===== src/rtl/pu_spi_cycle_controller_if.sv =====
// Bus between the control unit / SPI PU and the cycle controller.
// master drives the requests and the raw chip select; slave is the controller.
interface pu_spi_cycle_controller_if #(
    parameter int unsigned CNT_WIDTH = 16
);
    logic                 cycle_req;
    logic                 xfer_done;
    logic                 cs;
    logic                 err_clr;
    logic                 signal_cycle;
    logic                 cycle_hold;
    logic                 overrun;
    logic                 timeout;
    logic [CNT_WIDTH-1:0] cycle_count;
    logic [CNT_WIDTH-1:0] xfer_count;

    modport master (
        output cycle_req, xfer_done, cs, err_clr,
        input  signal_cycle, cycle_hold, overrun, timeout, cycle_count, xfer_count
    );

    modport slave (
        input  cycle_req, xfer_done, cs, err_clr,
        output signal_cycle, cycle_hold, overrun, timeout, cycle_count, xfer_count
    );
endinterface


===== src/rtl/pu_spi_cycle_controller.sv =====
// Pairs the control unit's end-of-program request with a finished SPI exchange
// and issues the one-clock signal_cycle pulse that swaps the PU double buffers.
module pu_spi_cycle_controller #(
    parameter int unsigned TIMEOUT       = 1000,
    parameter int unsigned TIMEOUT_WIDTH = 16,
    parameter int unsigned CNT_WIDTH     = 16,
    parameter bit          STRICT        = 1'b1
) (
    input logic                      clk,
    input logic                      rst,
    pu_spi_cycle_controller_if.slave bus
);

    typedef enum logic [1:0] {
        IDLE = 2'd0,
        RUN  = 2'd1,
        WAIT = 2'd2,
        SWAP = 2'd3
    } state_e;

    localparam logic [TIMEOUT_WIDTH-1:0] TMO_LAST = TIMEOUT_WIDTH'(TIMEOUT - 1);

    state_e                   state_q, state_d;
    logic [1:0]               cs_sync_q;
    logic                     rst_ok_q;
    logic                     done_seen_q, done_seen_d;
    logic [TIMEOUT_WIDTH-1:0] tmo_cnt_q, tmo_cnt_d;
    logic                     overrun_q, overrun_d;
    logic                     timeout_q, timeout_d;
    logic [CNT_WIDTH-1:0]     cycle_cnt_q, cycle_cnt_d;
    logic [CNT_WIDTH-1:0]     xfer_cnt_q, xfer_cnt_d;

    logic cs_idle;
    logic exchange_ready;
    logic set_ovr;
    logic set_tmo;

    // cs_sync_q[1] is the synchronised chip select; high means the master is idle.
    assign cs_idle        = cs_sync_q[1];
    assign exchange_ready = (done_seen_q || bus.xfer_done) && cs_idle;

    always_comb begin
        state_d   = state_q;
        tmo_cnt_d = tmo_cnt_q;
        set_ovr   = 1'b0;
        set_tmo   = 1'b0;
        unique case (state_q)
            IDLE: begin
                if (bus.cycle_req) state_d = SWAP;
            end
            RUN: begin
                if (bus.cycle_req) begin
                    if (exchange_ready) begin
                        state_d = SWAP;
                    end else if (!STRICT) begin
                        state_d = SWAP;
                        set_ovr = 1'b1;
                    end else begin
                        state_d   = WAIT;
                        tmo_cnt_d = '0;
                    end
                end
            end
            WAIT: begin
                if (exchange_ready) begin
                    state_d = SWAP;
                end else if (!cs_idle) begin
                    tmo_cnt_d = '0;
                end else if (tmo_cnt_q == TMO_LAST) begin
                    state_d = SWAP;
                    set_ovr = 1'b1;
                    set_tmo = 1'b1;
                end else begin
                    tmo_cnt_d = tmo_cnt_q + TIMEOUT_WIDTH'(1);
                end
            end
            SWAP: begin
                state_d = RUN;
            end
            default: begin
                state_d = IDLE;
            end
        endcase

        // A completion landing on the swap edge belongs to the new period.
        done_seen_d = bus.xfer_done || (done_seen_q && (state_d != SWAP));

        overrun_d = set_ovr || (overrun_q && !bus.err_clr);
        timeout_d = set_tmo || (timeout_q && !bus.err_clr);

        cycle_cnt_d = cycle_cnt_q;
        if (state_q == SWAP) cycle_cnt_d = cycle_cnt_q + CNT_WIDTH'(1);

        xfer_cnt_d = xfer_cnt_q;
        if (bus.xfer_done) xfer_cnt_d = xfer_cnt_q + CNT_WIDTH'(1);
    end

    // rst_ok_q holds the design still for the first edge after reset release.
    always_ff @(posedge clk or negedge rst) begin
        if (!rst) begin
            state_q     <= IDLE;
            cs_sync_q   <= 2'b11;
            rst_ok_q    <= 1'b0;
            done_seen_q <= 1'b0;
            tmo_cnt_q   <= '0;
            overrun_q   <= 1'b0;
            timeout_q   <= 1'b0;
            cycle_cnt_q <= '0;
            xfer_cnt_q  <= '0;
        end else begin
            cs_sync_q <= {cs_sync_q[0], bus.cs};
            rst_ok_q  <= 1'b1;
            if (rst_ok_q) begin
                state_q     <= state_d;
                done_seen_q <= done_seen_d;
                tmo_cnt_q   <= tmo_cnt_d;
                overrun_q   <= overrun_d;
                timeout_q   <= timeout_d;
                cycle_cnt_q <= cycle_cnt_d;
                xfer_cnt_q  <= xfer_cnt_d;
            end
        end
    end

    assign bus.signal_cycle = (state_q == SWAP);
    assign bus.cycle_hold   = (state_q == WAIT);
    assign bus.overrun      = overrun_q;
    assign bus.timeout      = timeout_q;
    assign bus.cycle_count  = cycle_cnt_q;
    assign bus.xfer_count   = xfer_cnt_q;

endmodule


===== src/flat_wrapper.sv =====
// flat-port wrapper written by rule: the top's interface ports become plain ports
module pu_spi_cycle_controller_flat 
#(
    parameter int unsigned TIMEOUT       = 1000,
    parameter int unsigned TIMEOUT_WIDTH = 16,
    parameter int unsigned CNT_WIDTH     = 16,
    parameter bit          STRICT        = 1'b1
)
  (clk, rst, bus_cycle_req, bus_xfer_done, bus_cs, bus_err_clr, bus_signal_cycle, bus_cycle_hold, bus_overrun, bus_timeout, bus_cycle_count, bus_xfer_count);
  pu_spi_cycle_controller_if #(.CNT_WIDTH(CNT_WIDTH)) bus_i ();
  input logic clk;
  input logic rst;
  input wire logic [$bits(bus_i.cycle_req)-1:0] bus_cycle_req;
  input wire logic [$bits(bus_i.xfer_done)-1:0] bus_xfer_done;
  input wire logic [$bits(bus_i.cs)-1:0] bus_cs;
  input wire logic [$bits(bus_i.err_clr)-1:0] bus_err_clr;
  output wire logic [$bits(bus_i.signal_cycle)-1:0] bus_signal_cycle;
  output wire logic [$bits(bus_i.cycle_hold)-1:0] bus_cycle_hold;
  output wire logic [$bits(bus_i.overrun)-1:0] bus_overrun;
  output wire logic [$bits(bus_i.timeout)-1:0] bus_timeout;
  output wire logic [$bits(bus_i.cycle_count)-1:0] bus_cycle_count;
  output wire logic [$bits(bus_i.xfer_count)-1:0] bus_xfer_count;
  assign bus_i.cycle_req = bus_cycle_req;
  assign bus_i.xfer_done = bus_xfer_done;
  assign bus_i.cs = bus_cs;
  assign bus_i.err_clr = bus_err_clr;
  assign bus_signal_cycle = bus_i.signal_cycle;
  assign bus_cycle_hold = bus_i.cycle_hold;
  assign bus_overrun = bus_i.overrun;
  assign bus_timeout = bus_i.timeout;
  assign bus_cycle_count = bus_i.cycle_count;
  assign bus_xfer_count = bus_i.xfer_count;
  pu_spi_cycle_controller #(.TIMEOUT(TIMEOUT), .TIMEOUT_WIDTH(TIMEOUT_WIDTH), .CNT_WIDTH(CNT_WIDTH), .STRICT(STRICT)) u_core (.clk(clk), .rst(rst), .bus(bus_i));
endmodule

===== config.mk =====
export PLATFORM = sky130hd
export DESIGN_NAME = pu_spi_cycle_controller_flat
export DESIGN_NICKNAME = d
export VERILOG_FILES = /design/src/rtl/pu_spi_cycle_controller_if.sv /design/src/rtl/pu_spi_cycle_controller.sv /design/src/flat_wrapper.sv
export SDC_FILE = /design/constraint.sdc
export NUM_CORES = 1
export LEC_CHECK = 0
export CAP_MARGIN = 10
export CORE_UTILIZATION = 42
export CTS_CLUSTER_SIZE = 28
export DETAILED_ROUTE_END_ITERATION = 12
export PLACE_DENSITY = 0.64
export SLEW_MARGIN = 20
export SYNTH_ARGS = -nofsm -noshare
export SYNTH_HDL_FRONTEND = slang
export SYNTH_SLANG_ARGS = --single-unit
export TNS_END_PERCENT = 50

===== constraint.sdc =====
create_clock -name clk -period 2.5 [get_ports clk]
set_clock_uncertainty 0.1 [all_clocks]
set_input_delay 0.75 -clock clk [delete_from_list [all_inputs] [get_ports clk]]
set_output_delay 0.75 -clock clk [all_outputs]
set_load 0.1 [all_outputs]

# After elaboration in Yosys (flattened, before gate mapping)
# Index checks and enable logic that the tools add are counted.
[word_totals] register_bits=56 out_inout_bits=36 word_cells=52
[op_classes] n_addsub=3 n_eq_ne=9 n_mux=17 reduce_logical=14
[ops] cell="16-bit 2-to-1 mux" n=5
[ops] cell="16-bit by 1-bit adder with 16-bit output (second input constant)" n=3
[ops] cell="16-bit case mux with 2 select lines" n=1
[ops] cell="16-bit by 10-bit equality test with 1-bit output (second input constant)" n=1
[ops] cell="2-bit 2-to-1 mux" n=5
[ops] cell="2-bit inequality test (second input constant)" n=4
[ops] cell="2-bit case mux with 4 select lines" n=1
[ops] cell="6-bit AND reduction" n=1
[ops] cell="1-bit 2-to-1 mux" n=5
[ops] cell="2-bit equality test (second input constant)" n=2
[ops] cell="1-bit logical AND" n=4
[ops] cell="1-bit logical OR" n=4
[ops] cell="2-bit AND reduction" n=2
[ops] cell="3-bit inequality test (second input constant)" n=1
[ops] cell="2-bit by 1-bit equality test with 1-bit output (second input constant)" n=1
[ops] cell="2-bit logical NOT" n=1
[ops] cell="2-bit nonzero test" n=1
[ops] cell="1-bit logical NOT" n=1

# Logic depth before layout (Yosys ltp)
# Gate-level depths: netlist of run 1.
[depth] depth_word=8 ltp_mapped=9 depth_no_buf=7

# Least setup slack after synthesis of run 1
# OpenSTA, ideal clock, no wires.
[synth_path] path_kind="reg2reg" startpoint="reg u_core.state_q[0]" endpoint="reg u_core.cycle_cnt_q[13] (netlist: u_core.bus.cycle_count[13])" setup_ns=0.158 t_arrival_ns=2.521 required_time_ns=2.242 setup_slack_ns=-0.279 path_stages_with_launch=8 n_path_buf=1 cell_sequence="dfrtp_1 -> ha_1 -> and2_1 -> clkbuf_1 -> nand4_1 -> nor3_1 -> nand3_1 -> xnor2_1"
[synth_via] elab_chain_cells=2
[synth_rtl] element="start, declared" line="pu_spi_cycle_controller.sv:23" rtl="state_e state_q, state_d;"
[synth_rtl] element="start signal, assigned" line="pu_spi_cycle_controller.sv:114" rtl="state_q <= state_d;"
[synth_rtl] element="2-bit equality test"
[synth_rtl] element="net bus_signal_cycle" line="flat_wrapper.sv:17" rtl="output wire logic [$bits(bus_i.signal_cycle)-1:0] bus_signal_cycle;"
[synth_rtl] element="2-bit AND reduction (no line)"
[synth_rtl] element="end signal, assigned" line="pu_spi_cycle_controller.sv:119" rtl="cycle_cnt_q <= cycle_cnt_d;"
[synth_rtl] element="end, declared" line="pu_spi_cycle_controller.sv:30" rtl="logic [CNT_WIDTH-1:0] cycle_cnt_q, cycle_cnt_d;"
# The timed path passes the listed nets, and every way through them passes these cells.
# A chain may end at the register's enable or synchronous reset.

# Worst setup path in the final report of run 1
[layout_path] startpoint="in bus_cycle_req" endpoint="reg u_core.tmo_cnt_q[6]"
[layout_via] elab_chain_cells=2
[layout_rtl] element="start, declared" line="flat_wrapper.sv:13" rtl="input wire logic [$bits(bus_i.cycle_req)-1:0] bus_cycle_req;"
[layout_rtl] element="2-bit inequality test (no line)"
[layout_rtl] element="6-bit AND reduction (no line)"
[layout_rtl] element="end signal, assigned" line="pu_spi_cycle_controller.sv:116" rtl="tmo_cnt_q <= tmo_cnt_d;"
[layout_rtl] element="end, declared" line="pu_spi_cycle_controller.sv:27" rtl="logic [TIMEOUT_WIDTH-1:0] tmo_cnt_q, tmo_cnt_d;"
# No other way between the ends.

==> metrics.cfg, run 1 <==
[placement]
io_buffers=41
dp.final_hpwl_um=3996
place.gp.congestion=0.8356

[sta]
period_share_pct=95.10
finalSetupViolations=0
slew_violations=0
rsz0062_at_grt=false
max_freq_ghz=0.4206
finalHoldViolCount=0
min_period_ns=2.378

[worst_setup_path]
regToRegStartpoint=u_core.tmo_cnt_q[12]
criticalPathCategory=in -> reg
reg2reg_depth=5
slowest_stage=or4_2
rrSetupSlack_ns=0.14
endpoint_kind=flip-flop
slowest_delay_ns=0.66
r2r-end=u_core.done_seen_q
worstPathRequired_ns=2.64
worstSetupStartpoint=bus_cycle_req
worstPathArrival_ns=2.52
cp_cell_sequence=clkdlybuf4s50_1 -> o2111ai_2 -> a21o_2 -> or4_2 -> a21oi_1
cp_max_fo=5
cp-start-kind=input port

[layout]
fill_cells=544
n_antenna_cell=0
regArea_mm2=0.001404
nets=333
area_growth_pct=23.32
layout-drive-gt1-share_pct=26.48
final_core_util_pct=55.24
multi_input_area_mm2=0.001252

[synthesis]
synth_compound_area_share_pct=10.51
syn_area_mm2=0.002715
syn_inst=260
synth_fp_nets=273
synth_top_family_by_area=simple AND/OR/NAND/NOR gates
synth_xor_area_share_pct=9.677
avgSynthCellArea_um2=10.44
synth_edf_count=0
yosysWarnings=0
synth-seq-cells=56
ys_seq_area_share_pct=51.71
synth-simple-area-share_pct=20.65
yosys.area_share.adder_pct=3.226
async_reset_ff_share_pct=100.0
synth_cell_type_count=45
synth_mux_area_share_pct=1.198
synth-main-ff-cell=dfrtp_1

[job]
cap_violations=0

[route]
drt_iter0_drc=87
antenna_left=0
wire_per_inst_um=14.15
wl_um=5603
drc_errors=0
via_count=2088
routed_via_density=5.273
dr.pass1.iters=4

[global_route]
grt_usage_pct=17.84
grt_max_degree=40
gr-total-overflow=0
grt_pass1_vias=1897
grt_pass1_wl_um=9108
antenna_found_initial=0

[outcome]
status=finished clean

[pwr]
switchingPower_mw=1.488
p_int_mw=1.647
seqPwrFrac_pct=37.2
pwr-share-clk_pct=15.7
p_leak_nw=1.493
pwr-share-comb_pct=47.1
vdd_drop_max_v=0.0009640
power_density_mw_per_mm2=936.4
fin_total_pwr_mw=3.135
switching_share_pct=47.47

[clock_network]
cts_buffer_depth=2
cts-root-buf=clkbuf_8
clkSlewWorstSetupHoldPaths_ns=0.10
cts_buffers=5
h-tree-depth=2
cts_tree=built
ctsHoldBuffers=0
clk_latency_ns=0.31
clock-sinks=56

[min_path]
worstHoldStart=u_core.cs_sync_q[0]
hp-class=reg -> reg
holdPathEnd=u_core.cs_sync_q[1]
hold_depth=0

[floorplanning]
fp.dieArea_mm2=0.006790
rows=28
start_util_pct=44.80
core_mm2=0.006061
die_w_um=82.40
ioPinCount=42
dieHeight_um=82.40

[area by class of cell]
cell class                 count  share of cell area, %
sequential                    56                  41.93
clock inverter                 2                 0.4858
clock buffer                   6                  2.167
tap                           75                  2.803
multi-input combinational    191                  37.41
timing repair buffer          58                  14.31
inverter                       8                 0.8969
[sequential cells by signal, summed over array words and instances, names as in the netlist]
name and flops:
u_core.state_q 2, u_core.tmo_cnt_q 16, u_core.cs_sync_q 2, u_core.bus.overrun 1
u_core.done_seen_q 1, u_core.rst_ok_q 1, u_core.bus.xfer_count 16, u_core.bus.cycle_count 16
u_core.bus.timeout 1
[stage by stage]
step	hold slack, ns	setup TNS (ns)	instances	setup slack [ns]	cell area, um2
2_1_floorplan	0.2452	-0.03101	260	-0.008883	2718
3_3_place_gp	0.2467	-3.270	386	-0.2826	3236
3_5_place_dp	0.2482	-3.945	386	-0.3583	3236
4_1_cts	0.2624	0	396	0.1444	3348
5_1_grt	0.2691	0	396	0.01578	3348
6_report	0.2607	0	396	0.1225	3348
[critical path: cells and delay by family]
kind | cells | cell delay [ns]
AOI/OAI and AO/OA | 3 | 0.61
buffers and inverters | 1 | 0.50
and+or+nand+nor | 1 | 0.66
[kinds of logic (layout without fill, tap and decap cells)]
kind of cell | after synthesis | in the layout
and+or+nand+nor | 106 | 106
DFF | 56 | 56
AOI/OAI and AO/OA | 43 | 44
xor gates and xnor gates | 30 | 30
buffers and inverters | 14 | 74
adders and majority gates | 7 | 7
muxes | 3 | 3
other | 1 | 1
[timing repair]
action                                  CTS  global route
gates resized for setup                   3             0
endpoints found under the setup margin    1             0
buffers inserted                          1             0
[synth_stat cells, types with 4 or more instances]
library cell / instances / area, um2
o31ai_1: 7 / 52.55
dfrtp_1: 54 / 1351
nor4_1: 4 / 25.02
or2_2: 4 / 25.02
or4_2: 5 / 43.79
xor2_1: 8 / 70.07
nand3_1: 15 / 75.07
xnor2_1: 22 / 192.7
o21ai_0: 8 / 40.04
a21oi_1: 12 / 60.06
nand2_1: 32 / 120.1
nor2_1: 15 / 56.30
nand4_1: 14 / 87.58
inv_1: 8 / 30.03
ha_1: 7 / 87.58
[cells in the final DEF, fill, tap and decap left out, types with 4 or more instances in the layout]
cell | netlist | layout
dfrtp_1 | 54 | 54
buf_4 | 0 | 50
nand2_1 | 32 | 32
xnor2_1 | 22 | 22
nand3_1 | 15 | 15
nor2_1 | 15 | 15
nand4_1 | 14 | 14
a21oi_1 | 12 | 12
inv_1 | 8 | 8
o21ai_0 | 8 | 8
xor2_1 | 8 | 8
o31ai_1 | 7 | 7
ha_1 | 7 | 6
or4_2 | 5 | 5
clkbuf_8 | 0 | 5
or2_2 | 4 | 4
nor4_1 | 4 | 4
[power groups by stage]
stage	combinational, mW	clock [mW]	sequential [mW]
5_1_grt	1.56	0.548	1.19
3_3_place_gp	1.42	0	1.18
6_report	1.48	0.493	1.17
3_5_place_dp	1.44	0	1.18
4_1_cts	1.48	0.512	1.17
2_1_floorplan	0.532	0	1.71
[worst max-delay path by stage]
| stage | to | cells past startpoint |
|---|---|---|
| after floorplan | u_core.tmo_cnt_q[14] | 6 |
| after global placement | u_core.tmo_cnt_q[14] | 6 |
| after detailed placement | u_core.tmo_cnt_q[5] | 7 |
| after CTS | u_core.tmo_cnt_q[6] | 5 |
| after global routing | u_core.done_seen_q | 5 |
| final | u_core.tmo_cnt_q[6] | 5 |
[metal layers]
layer | up-vias | global-route usage (%) | wire length (um)
li1 | 1045 | - | -
met1 | 986 | 25.86 | 2787
met2 | 50 | 26.53 | 2461
met3 | 7 | 3.626 | 271
met4 | 0 | 5.789 | 84
met5 | - | 0 | 0
No activity file was read; power rests on OpenSTA's default activity.
==> run 2, diff against run 1 <==
Settings changed: CORE_MARGIN set to 10.
==> metrics.cfg, run 2 (synthesis gave the netlist of run 1 again) <==
[outcome]
status=finished clean

[floorplanning]
rows=29
fp.dieArea_mm2=0.01008
core_mm2=0.006314
dieHeight_um=100.4
ioPinCount=42
die_w_um=100.4
start_util_pct=43.00

[clock_network]
clk_latency_ns=0.31
cts-root-buf=clkbuf_8
clock-sinks=56
h-tree-depth=2
cts_buffers=5
ctsHoldBuffers=0
clkSlewWorstSetupHoldPaths_ns=0.10
cts_buffer_depth=2
cts_tree=built

[layout]
nets=336
layout-drive-gt1-share_pct=27.16
layout_commonest_cell=dfrtp_1
area_growth_pct=24.24
n_antenna_cell=0
mostFrequentLayoutCells=dfrtp_1 (54), buf_4 (53), nand2_1 (32)

[global_route]
grt_max_degree=57
grt_pass1_wl_um=9977
busiest_layer=met2
antenna_found_initial=0
use_met2_pct=17.80
use_met3_pct=3.503
gr-total-overflow=0
grt_pass1_vias=2116
grt_usage_pct=11.79
grt_use_met1_pct=15.84

[worst_setup_path]
regToRegStartpoint=u_core.tmo_cnt_q[3]
worstPathRequired_ns=2.64
worstPathArrival_ns=2.52
rrSetupSlack_ns=0.13
cp-endpoint=u_core.tmo_cnt_q[13]
endpoint_kind=flip-flop
worstSetupStartpoint=bus_cycle_req
cp_max_fo=5
criticalPathCategory=in -> reg
reg2reg_depth=8
r2r-end=u_core.tmo_cnt_q[9]
cp-start-kind=input port

[route]
drt_iter0_drc=103
antenna_left=0
via_count=2165
drc_errors=0
routed_via_density=5.399
wl_um=5868
dr.pass1.iters=4
wire_per_inst_um=14.63

[job]
cap_violations=0

[pwr]
vdd_drop_max_v=0.0009190
power_density_mw_per_mm2=933.2
p_leak_nw=1.507
fin_total_pwr_mw=3.148

[sta]
max_freq_ghz=0.4213
finalSetupViolations=0
slew_violations=0
finalHoldViolCount=0
period_share_pct=94.95
tns_ns=0
rsz0062_at_grt=false
worstMarginPinSlew_ns=0.4906
setup_ws_ns=0.1262
min_period_ns=2.374
slew_headroom_pct=66.99

[placement]
place.gp.congestion=0.8328
io_buffers=41
pre_cts_ws_ns=-0.3755
dp.final_hpwl_um=4249

[min_path]
hp-class=reg -> reg

==> run 2: cell count changes in the layout (fill, tap and decap cells not counted), sizes merged <==
| cell | before | now |
|---|---|---|
| buf | 54 | 57 |
==> run 2: final cells by class <==
class | count | area [um2]
fill | 610 | 2940
sequential | 56 | 1404
multi-input combinational | 191 | 1252
timing repair buffer | 61 | 501.7
tap | 77 | 96.34
clock buffer | 6 | 72.57
inverter | 8 | 30.03
clock inverter | 2 | 16.27
==> run 2: worst min path at each step <==
stage	startpoint	end	slack, ns	depth (start not counted)
floorplan	u_core.cs_sync_q[0]	u_core.cs_sync_q[1]	0.25	0
global placement	u_core.cs_sync_q[0]	u_core.cs_sync_q[1]	0.25	0
detailed placement	u_core.cs_sync_q[0]	u_core.cs_sync_q[1]	0.25	0
CTS	u_core.cs_sync_q[0]	u_core.cs_sync_q[1]	0.26	0
global route	u_core.cs_sync_q[0]	u_core.cs_sync_q[1]	0.27	0
finish	u_core.cs_sync_q[0]	u_core.cs_sync_q[1]	0.26	0
==> run 2: critical path, cell delays in order <==
cell	delay [ns]
clkdlybuf4s50_1	0.50
o2111ai_2	0.17
a21o_2	0.27
or4_2	0.67
a21oi_2	0.15
==> run 2: metal layers <==
layer | part of all wire, % | vias to the layer above
li1 | - | 1055
met5 | 0 | -
met1 | 47 | 1040
met2 | 45 | 65
met4 | 1.2 | 0
met3 | 6.6 | 5
==> run 2: through the flow <==
step,cell area (um2),hold slack [ns],instances,utilization (%)
after floorplan,2718,0.2452,260,-
after global placement,3253,0.2465,390,51.53
after detailed placement,3253,0.2476,390,51.53
after CTS,3373,0.2619,401,53.43
after global routing,3373,0.2711,401,53.43
final,3373,0.2606,401,53.43
==> run 2: repair_timing <==
| item | 4_1_cts | 5_1_grt |
|---|---|---|
| gates cloned | 1 | 0 |
| buffers inserted | 2 | 0 |
| pin swaps | 2 | 1 |
| setup endpoints to repair | 4 | 1 |
| gates resized for setup | 3 | 0 |
==> run 2: power breakdown <==
group          switching, mW  internal (mW)
clock network          0.302          0.200
registers              0.147           1.02
logic                   1.04          0.440
==> run 3, diff against run 2 <==
Settings changed: GPL_ROUTABILITY_DRIVEN set to 0.
==> results of run 3 <==
Final layout, timing and power as in run 2 (identical DEF).
